$ cat config.mk
export PLATFORM = sky130hd
export DESIGN_NAME = load_store_unit_flat
export DESIGN_NICKNAME = d
export VERILOG_FILES = /design/src/rtl/load_store_unit_if.sv /design/src/rtl/load_store_unit.sv /design/src/flat_wrapper.sv
export SDC_FILE = /design/constraint.sdc
export NUM_CORES = 1
export LEC_CHECK = 0
export BUFFER_PORTS_ARGS = -buffer_cell sky130_fd_sc_hd__clkbuf_2
export CORE_ASPECT_RATIO = 1.1
export CORE_UTILIZATION = 45
export CTS_BUF_LIST = sky130_fd_sc_hd__clkbuf_8 sky130_fd_sc_hd__clkbuf_16
export DETAILED_ROUTE_END_ITERATION = 6
export GPL_TIMING_DRIVEN = 0
export HOLD_SLACK_MARGIN = 0.1
export PLACE_DENSITY_LB_ADDON = 0.2
export REMOVE_ABC_BUFFERS = 1
export SYNTH_ARGS = -nofsm -noshare
export SYNTH_HDL_FRONTEND = slang
export SYNTH_SLANG_ARGS = --single-unit
$ cat constraint.sdc
create_clock -name clk_i -period 4.7 [get_ports clk_i]
set_clock_uncertainty 0.05 [all_clocks]
set_input_delay 0.94 -clock clk_i [delete_from_list [all_inputs] [get_ports clk_i]]
set_output_delay 0.94 -clock clk_i [all_outputs]
set_load 0.01 [all_outputs]
$ cat src/rtl/load_store_unit_if.sv
// Bus bundle between the core/memory side (master) and the load/store unit (slave).
// The master drives request fields and the memory return path; the slave drives
// the response and the memory access fields.
interface load_store_unit_if #(
  parameter int WORD_SIZE = 32
);
  // core request channel
  logic                   req_valid;
  logic                   req_ready;
  logic                   req_store;
  logic [2:0]             req_funct3;
  logic [WORD_SIZE-1:0]   req_addr;
  logic [WORD_SIZE-1:0]   req_wdata;

  // core response channel
  logic                   resp_valid;
  logic [WORD_SIZE-1:0]   resp_rdata;
  logic                   resp_error;

  // data memory channel
  logic                   mem_req;
  logic [WORD_SIZE-1:0]   mem_address;
  logic [WORD_SIZE-1:0]   mem_wdata;
  logic [WORD_SIZE/8-1:0] mem_wstrb;
  logic [WORD_SIZE-1:0]   mem_rdata;
  logic                   mem_done;

  modport master (
    output req_valid, req_store, req_funct3, req_addr, req_wdata,
    output mem_rdata, mem_done,
    input  req_ready, resp_valid, resp_rdata, resp_error,
    input  mem_req, mem_address, mem_wdata, mem_wstrb
  );

  modport slave (
    input  req_valid, req_store, req_funct3, req_addr, req_wdata,
    input  mem_rdata, mem_done,
    output req_ready, resp_valid, resp_rdata, resp_error,
    output mem_req, mem_address, mem_wdata, mem_wstrb
  );
endinterface

$ cat src/rtl/load_store_unit.sv
// Multi-cycle RV32I load/store unit. One request at a time: legality check,
// a single word-aligned memory access with byte strobes, bounded wait for the
// memory, and sign/zero extension of load data. Every output is a register.
module load_store_unit #(
  parameter int WORD_SIZE      = 32,  // only 32 is supported
  parameter int TIMEOUT_CYCLES = 255  // 1..255 WAIT cycles before abort
) (
  input  logic              clk_i,
  input  logic              rst_i,
  load_store_unit_if.slave  bus
);

  localparam int STRB_W = WORD_SIZE / 8;
  // last counter value at which a missing mem_done turns into a timeout
  localparam logic [7:0] TMO_LAST = 8'(TIMEOUT_CYCLES - 1);

  localparam logic [2:0] F3_B  = 3'b000;
  localparam logic [2:0] F3_H  = 3'b001;
  localparam logic [2:0] F3_W  = 3'b010;
  localparam logic [2:0] F3_BU = 3'b100;
  localparam logic [2:0] F3_HU = 3'b101;

  typedef enum logic [1:0] {
    S_IDLE,
    S_ISSUE,
    S_WAIT,
    S_RESPOND
  } state_e;

  state_e               state_q;
  logic                 store_q;
  logic [2:0]           funct3_q;
  // only the byte offset is needed after accept; the word address and the
  // lane-positioned store data go straight into the memory output registers
  logic [1:0]           addr_lo_q;
  logic [7:0]           tmo_cnt_q;

  logic                 req_ready_q;
  logic                 resp_valid_q;
  logic [WORD_SIZE-1:0] resp_rdata_q;
  logic                 resp_error_q;
  logic                 mem_req_q;
  logic [WORD_SIZE-1:0] mem_address_q;
  logic [WORD_SIZE-1:0] mem_wdata_q;
  logic [STRB_W-1:0]    mem_wstrb_q;

  // request decode, computed from the live request fields for use on accept
  logic                 illegal_d;
  logic [STRB_W-1:0]    wstrb_d;
  logic [WORD_SIZE-1:0] wdata_d;

  // load extraction, computed from the live memory word for use in WAIT
  logic [7:0]           ld_byte;
  logic [15:0]          ld_half;
  logic [WORD_SIZE-1:0] load_data_d;

  // legality check of the incoming request
  always_comb begin
    illegal_d = 1'b0;
    case (bus.req_funct3)
      F3_B:  illegal_d = 1'b0;
      F3_BU: illegal_d = bus.req_store;
      F3_H:  illegal_d = bus.req_addr[0];
      F3_HU: illegal_d = bus.req_store | bus.req_addr[0];
      F3_W:  illegal_d = (bus.req_addr[1:0] != 2'b00);
      default: illegal_d = 1'b1;
    endcase
  end

  // byte strobes and lane-replicated store data; loads write nothing
  always_comb begin
    wstrb_d = '0;
    wdata_d = '0;
    if (bus.req_store) begin
      case (bus.req_funct3[1:0])
        2'b00: begin
          wstrb_d = 4'b0001 << bus.req_addr[1:0];
          wdata_d = {4{bus.req_wdata[7:0]}};
        end
        2'b01: begin
          wstrb_d = bus.req_addr[1] ? 4'b1100 : 4'b0011;
          wdata_d = {2{bus.req_wdata[15:0]}};
        end
        2'b10: begin
          wstrb_d = 4'b1111;
          wdata_d = bus.req_wdata;
        end
        default: begin
          wstrb_d = '0;
          wdata_d = '0;
        end
      endcase
    end
  end

  // select the addressed byte/half of the memory word and extend it
  always_comb begin
    ld_byte = 8'h00;
    case (addr_lo_q)
      2'd0: ld_byte = bus.mem_rdata[7:0];
      2'd1: ld_byte = bus.mem_rdata[15:8];
      2'd2: ld_byte = bus.mem_rdata[23:16];
      2'd3: ld_byte = bus.mem_rdata[31:24];
      default: ld_byte = 8'h00;
    endcase
    ld_half = addr_lo_q[1] ? bus.mem_rdata[31:16] : bus.mem_rdata[15:0];

    load_data_d = '0;
    case (funct3_q)
      F3_B:  load_data_d = {{24{ld_byte[7]}}, ld_byte};
      F3_BU: load_data_d = {24'h000000, ld_byte};
      F3_H:  load_data_d = {{16{ld_half[15]}}, ld_half};
      F3_HU: load_data_d = {16'h0000, ld_half};
      F3_W:  load_data_d = bus.mem_rdata;
      default: load_data_d = '0;
    endcase
  end

  // control FSM with registered outputs
  always_ff @(posedge clk_i) begin
    if (rst_i) begin
      state_q       <= S_IDLE;
      store_q       <= 1'b0;
      funct3_q      <= 3'b000;
      addr_lo_q     <= 2'b00;
      tmo_cnt_q     <= 8'd0;
      req_ready_q   <= 1'b1;
      resp_valid_q  <= 1'b0;
      resp_rdata_q  <= '0;
      resp_error_q  <= 1'b0;
      mem_req_q     <= 1'b0;
      mem_address_q <= '0;
      mem_wdata_q   <= '0;
      mem_wstrb_q   <= '0;
    end else begin
      // single-cycle pulses default low
      resp_valid_q <= 1'b0;
      mem_req_q    <= 1'b0;

      case (state_q)
        S_IDLE: begin
          if (bus.req_valid) begin
            store_q     <= bus.req_store;
            funct3_q    <= bus.req_funct3;
            addr_lo_q   <= bus.req_addr[1:0];
            req_ready_q <= 1'b0;
            if (illegal_d) begin
              // rejected without touching memory
              state_q      <= S_RESPOND;
              resp_valid_q <= 1'b1;
              resp_error_q <= 1'b1;
              resp_rdata_q <= '0;
            end else begin
              state_q       <= S_ISSUE;
              mem_req_q     <= 1'b1;
              mem_address_q <= {bus.req_addr[WORD_SIZE-1:2], 2'b00};
              mem_wstrb_q   <= wstrb_d;
              mem_wdata_q   <= wdata_d;
            end
          end
        end

        S_ISSUE: begin
          state_q   <= S_WAIT;
          tmo_cnt_q <= 8'd0;
        end

        S_WAIT: begin
          if (bus.mem_done) begin
            // completion wins even on the last allowed cycle
            state_q      <= S_RESPOND;
            resp_valid_q <= 1'b1;
            resp_error_q <= 1'b0;
            resp_rdata_q <= store_q ? '0 : load_data_d;
          end else if (tmo_cnt_q == TMO_LAST) begin
            state_q      <= S_RESPOND;
            resp_valid_q <= 1'b1;
            resp_error_q <= 1'b1;
            resp_rdata_q <= '0;
          end else begin
            tmo_cnt_q <= tmo_cnt_q + 8'd1;
          end
        end

        S_RESPOND: begin
          state_q      <= S_IDLE;
          req_ready_q  <= 1'b1;
          resp_rdata_q <= '0;
          resp_error_q <= 1'b0;
        end

        default: begin
          state_q     <= S_IDLE;
          req_ready_q <= 1'b1;
        end
      endcase
    end
  end

  assign bus.req_ready   = req_ready_q;
  assign bus.resp_valid  = resp_valid_q;
  assign bus.resp_rdata  = resp_rdata_q;
  assign bus.resp_error  = resp_error_q;
  assign bus.mem_req     = mem_req_q;
  assign bus.mem_address = mem_address_q;
  assign bus.mem_wdata   = mem_wdata_q;
  assign bus.mem_wstrb   = mem_wstrb_q;

endmodule

$ cat src/flat_wrapper.sv
// flat-port wrapper written by rule: the top's interface ports become plain ports
module load_store_unit_flat 
#(
  parameter int WORD_SIZE      = 32,                         
  parameter int TIMEOUT_CYCLES = 255                                    
)
  (clk_i, rst_i, bus_req_valid, bus_req_store, bus_req_funct3, bus_req_addr, bus_req_wdata, bus_mem_rdata, bus_mem_done, bus_req_ready, bus_resp_valid, bus_resp_rdata, bus_resp_error, bus_mem_req, bus_mem_address, bus_mem_wdata, bus_mem_wstrb);
  load_store_unit_if #(.WORD_SIZE(WORD_SIZE)) bus_i ();
  input  logic clk_i;
  input  logic rst_i;
  input wire logic [$bits(bus_i.req_valid)-1:0] bus_req_valid;
  input wire logic [$bits(bus_i.req_store)-1:0] bus_req_store;
  input wire logic [$bits(bus_i.req_funct3)-1:0] bus_req_funct3;
  input wire logic [$bits(bus_i.req_addr)-1:0] bus_req_addr;
  input wire logic [$bits(bus_i.req_wdata)-1:0] bus_req_wdata;
  input wire logic [$bits(bus_i.mem_rdata)-1:0] bus_mem_rdata;
  input wire logic [$bits(bus_i.mem_done)-1:0] bus_mem_done;
  output wire logic [$bits(bus_i.req_ready)-1:0] bus_req_ready;
  output wire logic [$bits(bus_i.resp_valid)-1:0] bus_resp_valid;
  output wire logic [$bits(bus_i.resp_rdata)-1:0] bus_resp_rdata;
  output wire logic [$bits(bus_i.resp_error)-1:0] bus_resp_error;
  output wire logic [$bits(bus_i.mem_req)-1:0] bus_mem_req;
  output wire logic [$bits(bus_i.mem_address)-1:0] bus_mem_address;
  output wire logic [$bits(bus_i.mem_wdata)-1:0] bus_mem_wdata;
  output wire logic [$bits(bus_i.mem_wstrb)-1:0] bus_mem_wstrb;
  assign bus_i.req_valid = bus_req_valid;
  assign bus_i.req_store = bus_req_store;
  assign bus_i.req_funct3 = bus_req_funct3;
  assign bus_i.req_addr = bus_req_addr;
  assign bus_i.req_wdata = bus_req_wdata;
  assign bus_i.mem_rdata = bus_mem_rdata;
  assign bus_i.mem_done = bus_mem_done;
  assign bus_req_ready = bus_i.req_ready;
  assign bus_resp_valid = bus_i.resp_valid;
  assign bus_resp_rdata = bus_i.resp_rdata;
  assign bus_resp_error = bus_i.resp_error;
  assign bus_mem_req = bus_i.mem_req;
  assign bus_mem_address = bus_i.mem_address;
  assign bus_mem_wdata = bus_i.mem_wdata;
  assign bus_mem_wstrb = bus_i.mem_wstrb;
  load_store_unit #(.WORD_SIZE(WORD_SIZE), .TIMEOUT_CYCLES(TIMEOUT_CYCLES)) u_core (.clk_i(clk_i), .rst_i(rst_i), .bus(bus_i));
endmodule
==> flow_metrics.env, run 1 <==
export IMPL_run_status="completed"
export IMPL_critPathKind="input pin to register"
export IMPL_cp_top_family="simple AND/OR/NAND/NOR gates"
export IMPL_drc=0
export IMPL_synthAdderAreaFrac_pct=1.428
export IMPL_p_total_uw=3233
export IMPL_synth_avg_cell_area_um2=8.575
export IMPL_powerDensity_nw_per_um2=468.1
export IMPL_max_freq_mhz=276.9
export IMPL_tritoncts="done"
export IMPL_yosys_area_share_simple_pct=20.21
export IMPL_die_height_um=115.4
export IMPL_slowest_delay_ns=0.98
export IMPL_min_from="u_core.bus.mem_wdata[18]"
export IMPL_slew_limit_headroom_pct=16.13
export IMPL_gp_congestion=0.8279
export IMPL_grt_use_met3_pct=6.803
export IMPL_area_delta_synth_final_pct=31.40
export IMPL_portBuffers=205
export IMPL_cts_buffers=17
export IMPL_synth_xor_area_share_pct=0.8331
export IMPL_worst_path_buf_inv=1
export IMPL_hpwl_um=10420
export IMPL_insertion_delay_ns=0.41
export IMPL_synth_seq_area_share_pct=44.94
export IMPL_root_buffer="clkbuf_16"
export IMPL_crit_chain="clkbuf_2 > a221oi_4 > nor2_1 > nor2_2 > nand4b_1 > o2bb2ai_1"
export IMPL_hold_viol_final=0
export IMPL_synth_cell_types=51
export IMPL_tightest_slew_ns=1.257
export IMPL_cts_buffer_depth=2
export IMPL_rows=41
export IMPL_yosysWarnings=0
export IMPL_via_per_inst=5.474
export IMPL_clkSinkCount=118
export IMPL_post_route_min_period_ns=3.612
export IMPL_grt_pass1_wl_um=23000
export IMPL_path_max_fanout=33
export IMPL_rrSetupSlack_ns=1.60
export IMPL_vias=5255
export IMPL_wl_per_cell_um=15.07
export IMPL_post_cts_resized=0
export IMPL_cts_setup_buffers=0
export IMPL_overflow=0
export IMPL_setup_tns_ns=0
export IMPL_final_setup_viol_count=0
export IMPL_netlist_area_um2=5256
export IMPL_clk_pin_slew_ns=0.06
export IMPL_cp_required_ns=4.98
export IMPL_num_nets_final=908
export IMPL_num_fill_cells=1036
export IMPL_start_util_pct=45.95
export IMPL_htreeDepth=4
export IMPL_worst_hold_slack_ns=0.3989
export IMPL_finalWirelength_um=14470
export IMPL_final_common_cell="clkbuf_2"
export IMPL_drt_iter0_drc=395
export IMPL_grt_max_degree=53
export IMPL_finalCritPeriodShare_pct=76.85
export IMPL_grt_busiest_layer="met2"
export IMPL_rsz0062_at_grt="false"
export IMPL_muxShareOfSynthArea_pct=2.119
export IMPL_met1_usage_pct=29.40
export IMPL_hp_class="register to register"
export IMPL_p_leak_uw=0.002889
export IMPL_crit_start="bus_req_funct3[1]"
export IMPL_r2r_start="u_core.state_q[0]"
export IMPL_dieArea_um2=12120
export IMPL_num_antenna_cells=0
export IMPL_synthesis_instances=613
export IMPL_synth_compound_area_share_pct=25.59
export IMPL_grt_use_total_pct=23.95
export IMPL_cts_hold_buf=0
export IMPL_grt_util_met2_pct=39.56
export IMPL_final_util_pct=60.37
export IMPL_ys_ff_latch=118
export IMPL_layout_drive_gt1_share_pct=30.86
export IMPL_grt_pass1_vias=4671
export IMPL_synth_top_family_by_area="compound AO/OA/AOI/OAI gates"
export IMPL_critPathArrivalTime_ns=3.89
export IMPL_postRouteAntennaNets=0
export IMPL_maxSlewViolCount=0
export IMPL_final_cell_mix="205 x clkbuf_2, 118 x dfxtp_1, 114 x nand2_1, 90 x a21oi_1, 28 x nor2_1"
export IMPL_max_cap_violations=0
export IMPL_die_w_um=105.0
export IMPL_ioPinCount=208
export IMPL_cp_start_kind="input pin"
export IMPL_core_area_um2=11440
export IMPL_critPathSlowestCell="nor2_2"
export IMPL_firstDrtPassIters=5
export IMPL_antenna_found_initial=0
export IMPL_vdd_drop_max_uv=253.1
export IMPL_cp_end_kind="register"
==> per-stage QoR <==
| step | cells | instance area (um2) | worst slack, ns |
|---|---|---|---|
| CTS | 960 | 6907 | 1.066 |
| floorplan | 571 | 5034 | 1.820 |
| detailed placement | 929 | 6310 | 0.6568 |
| finish | 960 | 6907 | 1.088 |
| global route | 960 | 6907 | 0.7565 |
| global placement | 926 | 6247 | 0.7157 |
==> layer usage <==
metal	vias to the layer above	wire, um
met4	0	423
met2	222	6846
met5	-	0
li1	2564	-
met3	36	1045
met1	2433	6149
==> worst min-delay path, stage by stage, from the launching register on <==
cell and delay, ns:
dfxtp_1 0.30, nand2_1 0.05, a21oi_1 0.05
==> cells by family after synthesis <==
| family | after synthesis |
|---|---|
| xor gates and xnor gates | 5 |
| and+or+nand+nor | 215 |
| buffers and inverters | 50 |
| muxes | 11 |
| other | 1 |
| AOI/OAI and AO/OA | 207 |
| adders and majority gates | 6 |
| DFF | 118 |
==> power breakdown <==
part           internal, uW  switching, uW
registers              1080           65.8
logic                   277            505
clock network           841            460
==> cell type report <==
type                            instances  area [um2]  share of cell area (%)
Tap cell                              150       187.7                   2.717
Sequential cell                       118        2362                   34.20
Clock inverter                         13       157.7                   2.283
Inverter                                7       26.28                  0.3804
Multi-Input combinational cell        446        2653                   38.41
Clock buffer                           18       439.2                   6.359
Timing Repair Buffer                  208        1081                   15.65
==> synthesized netlist by cell type (all sizes together) <==
cell type	instances	share of area, %
nor3b	1	0.24
nor3	1	0.095
nand3	6	0.57
dfxtp	118	45
a32o	1	0.19
nor4b	1	0.45
o21a	2	0.29
nand4	3	0.36
a22o	18	3.0
clkbuf	20	1.5
a211o	1	0.17
buf	23	2.8
nor2	30	2.2
nand2	114	8.1
xnor2	4	0.67
nor4	1	0.40
or4	1	0.21
nand4bb	1	0.21
inv	7	0.50
nor2b	12	1.4
conb	1	0.071
xor2	1	0.17
a21oi	91	8.7
o2bb2ai	9	1.5
o221ai	7	1.2
o21ai	30	2.9
and2	3	0.36
o32ai	1	0.31
nand4b	1	0.17
a221oi	8	1.7
o31ai	24	3.7
o21bai	4	0.57
ha	6	1.4
o22ai	7	0.83
nand2b	7	0.83
a211oi	3	0.43
nand3b	24	3.4
a31oi	1	0.12
mux2	1	0.21
mux2i	10	1.9
or3	9	1.1
==> registers in the layout, indices dropped and copies added, names as in the netlist <==
name / count
u_core.store_q: 1
u_core.bus.req_ready: 1
u_core.funct3_q: 3
u_core.state_q: 2
u_core.bus.resp_rdata: 32
u_core.bus.mem_wdata: 32
u_core.bus.mem_wstrb: 4
u_core.bus.mem_address: 30
u_core.bus.mem_req: 1
u_core.addr_lo_q: 2
u_core.tmo_cnt_q: 8
u_core.bus.resp_valid: 1
u_core.bus.resp_error: 1
==> path summary, 6_finish.rpt <==
kind	end	cells after the start
worst max-delay path	u_core.bus.mem_wdata[11]	6
worst min-delay path	u_core.bus.mem_wdata[18]	2
worst max register to register	u_core.bus.mem_wdata[11]	6
worst min register to register	u_core.bus.mem_wdata[18]	2
Note: power is estimated with default switching activity, not from simulation.
==> run 2, diff against run 1 <==
==> constraint.sdc (replaced) <==
create_clock -name clk_i -period 3.5 [get_ports clk_i]
set_clock_uncertainty 0.05 [all_clocks]
set_input_delay 0.7 -clock clk_i [delete_from_list [all_inputs] [get_ports clk_i]]
set_output_delay 0.7 -clock clk_i [all_outputs]
set_load 0.01 [all_outputs]
==> run 2 against run 1 <==
Final cell count unchanged. Highest routed layer unchanged. Combinational power up 34%. Clock power up 35%. Wire length about the same. Sequential cell count unchanged. Worst setup slack worse by 0.47 ns. Largest power group unchanged.
==> flow_metrics.env, run 2 (synthesized netlist as in run 1, its figures left out) <==
export IMPL_overflow=0
export IMPL_powerDensity_nw_per_um2=628.2
export IMPL_via_per_inst=5.439
export IMPL_finalWirelength_um=14460
export IMPL_htreeDepth=4
export IMPL_grt_pass1_vias=4671
export IMPL_cts_buffer_depth=2
export IMPL_hp_class="register to register"
export IMPL_vias=5221
export IMPL_cts_hold_buf=0
export IMPL_cp_end_kind="register"
export IMPL_hold_viol_final=0
export IMPL_postRouteAntennaNets=0
export IMPL_core_area_um2=11440
export IMPL_insertion_delay_ns=0.41
export IMPL_run_status="completed"
export IMPL_critPathSlowestCell="nor2_4"
export IMPL_cp_start_kind="input pin"
export IMPL_final_common_cell="clkbuf_2"
export IMPL_root_buffer="clkbuf_16"
export IMPL_p_leak_uw=0.002889
export IMPL_num_nets_final=908
export IMPL_max_cap_violations=0
export IMPL_critPathArrivalTime_ns=3.16
export IMPL_antenna_found_initial=0
export IMPL_max_freq_mhz=347.2
export IMPL_vdd_drop_max_uv=339.6
export IMPL_rows=41
export IMPL_grt_use_total_pct=23.95
export IMPL_die_w_um=105.0
export IMPL_cp_required_ns=3.78
export IMPL_rrSetupSlack_ns=0.83
export IMPL_setup_tns_ns=0
export IMPL_dpl_instance_area_um2=6310
export IMPL_tritoncts="done"
export IMPL_grt_pass1_wl_um=23000
export IMPL_place_inst=929
export IMPL_maxSlewViolCount=0
export IMPL_crit_chain="clkbuf_2 > a221oi_4 > nor2_1 > nor2_4 > nand4b_1 > o2bb2ai_1"
export IMPL_cts_buffers=17
export IMPL_start_util_pct=45.95
export IMPL_layout_drive_gt1_share_pct=30.86
export IMPL_die_height_um=115.4
export IMPL_drt_iter0_drc=351
export IMPL_final_cell_mix="205 x clkbuf_2, 118 x dfxtp_1, 114 x nand2_1, 90 x a21oi_1, 28 x nor2_1"
export IMPL_final_setup_viol_count=0
export IMPL_ioPinCount=208
export IMPL_rsz0062_at_grt="false"
export IMPL_grt_max_degree=53
export IMPL_gp_congestion=0.8279
export IMPL_post_cts_resized=0
export IMPL_hpwl_um=10420
export IMPL_postLayoutCellArea_um2=6912
export IMPL_stdcell_count=960
export IMPL_slowest_delay_ns=0.61
export IMPL_path_max_fanout=33
export IMPL_dieArea_um2=12120
export IMPL_num_antenna_cells=0
export IMPL_finalCritPeriodShare_pct=82.30
export IMPL_portBuffers=205
export IMPL_firstDrtPassIters=5
export IMPL_drc=0
export IMPL_post_route_min_period_ns=2.880
export IMPL_cp_top_family="simple AND/OR/NAND/NOR gates"
export IMPL_critPathKind="input pin to register"
export IMPL_clk_pin_slew_ns=0.06
export IMPL_area_delta_synth_final_pct=31.49
export IMPL_p_total_uw=4342
export IMPL_wl_per_cell_um=15.07
export IMPL_tightest_slew_ns=1.125
export IMPL_slew_limit_headroom_pct=24.90
export IMPL_cts_setup_buffers=0
export IMPL_clkSinkCount=118
export IMPL_worst_path_buf_inv=1
[run 2: cell types whose count changed in the layout (fill, tap and decap cells not counted)]
cell,previous run,this run
nor2_4,0,1
nor2_2,2,1
[run 2: stage by stage]
stage | setup WS (ns) | util (%) | hold WS, ns
floorplan | 0.8605 | - | 0.3760
global placement | -0.2443 | 54.61 | 0.3894
detailed placement | -0.3032 | 55.16 | 0.3921
CTS | 0.1063 | 60.37 | 0.3996
global route | 0.3738 | 60.42 | 0.4238
finish | 0.6197 | 60.42 | 0.3989
[run 2: final cells by class]
class / instances / area [um2]
fillers: 1036 / 4528
flip-flops and latches: 118 / 2362
multi-input cells: 446 / 2658
well taps: 150 / 187.7
repair buffers: 208 / 1081
clock inverters: 13 / 157.7
clock buffers: 18 / 439.2
inverters: 7 / 26.28
[run 2: worst register-to-register path: cells and delay by family, from the launching register on]
| family | cells | cell delay (ns) |
|---|---|---|
| AOI/OAI and AO/OA | 2 | 0.66 |
| DFF | 1 | 0.37 |
| adders and majority gates | 1 | 0.22 |
| buffers and inverters | 2 | 0.48 |
| and+or+nand+nor | 2 | 0.81 |
[run 2: metal layers]
metal | track usage (%) | vias up | part of all wire [%]
met2 | 39.56 | 214 | 48
met1 | 29.40 | 2413 | 42
met5 | 0 | - | 0
met3 | 6.803 | 33 | 7.3
met4 | 10.23 | 0 | 2.7
li1 | - | 2561 | -
[run 2: final timing paths]
| check | start | endpoint | cells after the start |
|---|---|---|---|
| max reg2reg | u_core.state_q[1] | u_core.bus.resp_rdata[22] | 7 |
| min | u_core.bus.mem_wdata[18] | u_core.bus.mem_wdata[18] | 2 |
| min reg2reg | u_core.bus.mem_wdata[18] | u_core.bus.mem_wdata[18] | 2 |
| max | bus_req_funct3[1] | u_core.bus.mem_wdata[11] | 6 |
[run 2: where the power goes]
group	leakage [uW]	total [uW]	switching (uW)	internal, uW
logic	0.00164	1050	680	372
clock network	0.000289	1750	616	1130
registers	0.000955	1540	87.8	1460
==> run 3, diff against run 2 <==
--- a/config.mk
+++ b/config.mk
@@ -7,7 +7,7 @@
 export LEC_CHECK = 0
 export BUFFER_PORTS_ARGS = -buffer_cell sky130_fd_sc_hd__clkbuf_2
 export CORE_ASPECT_RATIO = 1.1
-export CORE_UTILIZATION = 45
+export CORE_UTILIZATION = 44
 export CTS_BUF_LIST = sky130_fd_sc_hd__clkbuf_8 sky130_fd_sc_hd__clkbuf_16
 export DETAILED_ROUTE_END_ITERATION = 6
 export GPL_TIMING_DRIVEN = 0
==> constraint.sdc (replaced) <==
create_clock -name clk_i -period 2.5 [get_ports clk_i]
set_clock_uncertainty 0.05 [all_clocks]
set_input_delay 0.5 -clock clk_i [delete_from_list [all_inputs] [get_ports clk_i]]
set_output_delay 0.5 -clock clk_i [all_outputs]
set_load 0.01 [all_outputs]
==> run 3 against run 2 <==
Power grew 38%. Register-to-register slack lost 0.66 ns. Via count grew 1.1%. Critical path type unchanged. Critical path depth is the same. First-iteration DRC count shrank 16%. Wire length grew 3.3%. Final cell count grew 0.31%. Worst setup slack lost 0.46 ns. Highest routed layer unchanged. Global-route usage grew 0.35 points. Critical endpoint is now u_core.bus.mem_wdata[3].
==> flow_metrics.env, run 3 (synthesized netlist as in run 1, its figures left out) <==
export IMPL_tightest_slew_ns=0.8797
export IMPL_grt_pass1_vias=5003
export IMPL_grt_use_total_pct=24.30
export IMPL_post_route_min_period_ns=2.337
export IMPL_hpwl_um=10380
export IMPL_place_inst=928
export IMPL_antenna_found_initial=0
export IMPL_htreeDepth=4
export IMPL_multi_input_area_um2=2678
export IMPL_rr_endpoint="u_core.bus.resp_rdata[31]"
export IMPL_postRouteAntennaNets=0
export IMPL_cp_required_ns=2.79
export IMPL_core_area_um2=11540
export IMPL_rsz0062_at_grt="false"
export IMPL_slowest_delay_ns=0.56
export IMPL_critPathKind="input pin to register"
export IMPL_hp_class="input pin to register"
export IMPL_hold_viol_final=0
export IMPL_num_nets_final=910
export IMPL_die_height_um=116.6
export IMPL_wl_per_cell_um=15.52
export IMPL_worst_path_buf_inv=1
export IMPL_cpMostUsedCell="nor2_4"
export IMPL_seqCellArea_um2=2362
export IMPL_min_from="bus_req_addr[14]"
export IMPL_run_status="completed"
export IMPL_vias=5278
export IMPL_firstDrtPassIters=5
export IMPL_powerDensity_nw_per_um2=866.3
export IMPL_critPathArrivalTime_ns=2.63
export IMPL_slew_limit_headroom_pct=41.36
export IMPL_clkSinkCount=118
export IMPL_tritoncts="done"
export IMPL_drc=0
export IMPL_root_buffer="clkbuf_16"
export IMPL_final_cell_mix="204 x clkbuf_2, 118 x dfxtp_1, 113 x nand2_1, 90 x a21oi_1, 28 x nor2_1"
export IMPL_max_cap_violations=0
export IMPL_cts_hold_buf=0
export IMPL_r2r_start="u_core.state_q[1]"
export IMPL_setup_tns_ns=0
export IMPL_finalWirelength_um=14950
export IMPL_num_antenna_cells=0
export IMPL_reg2reg_depth=7
export IMPL_num_fill_cells=1054
export IMPL_final_util_pct=59.92
export IMPL_stdcell_count=963
export IMPL_die_w_um=106.2
export IMPL_crit_chain="clkbuf_2 > a221oi_4 > nor2_1 > nor2_4 > nor2_4 > a22o_1"
export IMPL_p_leak_uw=0.002900
export IMPL_path_max_fanout=27
export IMPL_overflow=0
export IMPL_via_per_inst=5.481
export IMPL_grt_pass1_wl_um=23970
export IMPL_gp_congestion=0.8372
export IMPL_final_common_cell="clkbuf_2"
export IMPL_crit_start="bus_req_funct3[1]"
export IMPL_cp_top_family="simple AND/OR/NAND/NOR gates"
export IMPL_final_setup_viol_count=0
export IMPL_finalCritPeriodShare_pct=93.47
export IMPL_portBuffers=205
export IMPL_dieArea_um2=12390
export IMPL_insertion_delay_ns=0.40
export IMPL_hold_path_end="u_core.bus.mem_address[14]"
export IMPL_worstHoldPathCells=3
export IMPL_area_delta_synth_final_pct=31.59
export IMPL_critPathSlowestCell="nor2_4"
export IMPL_cp_end_kind="register"
export IMPL_start_util_pct=45.54
export IMPL_p_total_uw=5992
export IMPL_rows=41
export IMPL_maxSlewViolCount=0
export IMPL_rrSetupSlack_ns=0.17
export IMPL_cp_start_kind="input pin"
export IMPL_vdd_drop_max_uv=399.7
export IMPL_clk_pin_slew_ns=0.05
export IMPL_max_freq_mhz=427.9
export IMPL_cts_buffers=17
export IMPL_grt_max_degree=84
export IMPL_ioPinCount=208
export IMPL_cts_buffer_depth=2
export IMPL_layout_drive_gt1_share_pct=30.87
export IMPL_drt_iter0_drc=295
[run 3: cell count changes in the layout (fill, tap and decap cells not counted), sizes merged]
cell	before	now
nor2	30	31
clkinv	5	6
buf	3	4
clkinvlp	3	2
inv	9	11
bufinv	3	2
[run 3: worst max-delay path by stage]
stage / cells after the start / to
after floorplan: 5 / u_core.bus.mem_wdata[0]
after global placement: 6 / u_core.bus.mem_wstrb[0]
after detailed placement: 6 / u_core.bus.mem_wdata[9]
after CTS: 4 / u_core.bus.resp_rdata[9]
after global routing: 7 / u_core.bus.resp_rdata[31]
final: 6 / u_core.bus.mem_wdata[3]
[run 3: worst min-delay path: cells and delay by family]
| family | cells | cell delay [ns] |
|---|---|---|
| simple gates | 1 | 0.05 |
| compound gates | 1 | 0.05 |
| buf+inv | 1 | 0.08 |
[run 3: repair_timing]
item | in CTS | in global routing
endpoints found under the setup margin | 35 | 7
cloned | 1 | 0
setup buffers | 2 | 0
resized for setup | 3 | 1
pin swaps | 3 | 0
[run 3: where the power goes]
group	internal (uW)	switching, uW	leakage, uW	total (uW)
clock network	1460	817	0.000290	2280
logic	562	982	0.00165	1540
registers	2040	130	0.000955	2170
total	4060	1930	0.00290	5990
[run 3: final cells by class]
| cell class | instances | area share [%] |
|---|---|---|
| multi-input combinational | 447 | 38.71 |
| sequential | 118 | 34.15 |
| timing repair buffer | 209 | 15.96 |
| clock buffer | 18 | 6.349 |
| tap | 150 | 2.713 |
| clock inverter | 14 | 1.737 |
| inverter | 7 | 0.3799 |
[run 3: layer usage]
metal	track usage, %	vias to the layer above	share of wire [%]
li1	-	2571	-
met1	29.04	2475	42
met2	40.52	198	49
met3	6.138	34	6.0
met4	12.69	0	3.2
met5	0	-	0
[run 3: per-stage QoR]
stage / cell area [um2] / setup slack, ns / hold WS [ns]
after floorplan: 5034 / 0.06046 / 0.3760
after global placement: 6247 / -0.9990 / 0.3903
after detailed placement: 6305 / -1.106 / 0.3936
after CTS: 6910 / 0.1034 / 0.2465
after global routing: 6917 / 0.009921 / 0.2702
final: 6917 / 0.1632 / 0.2677
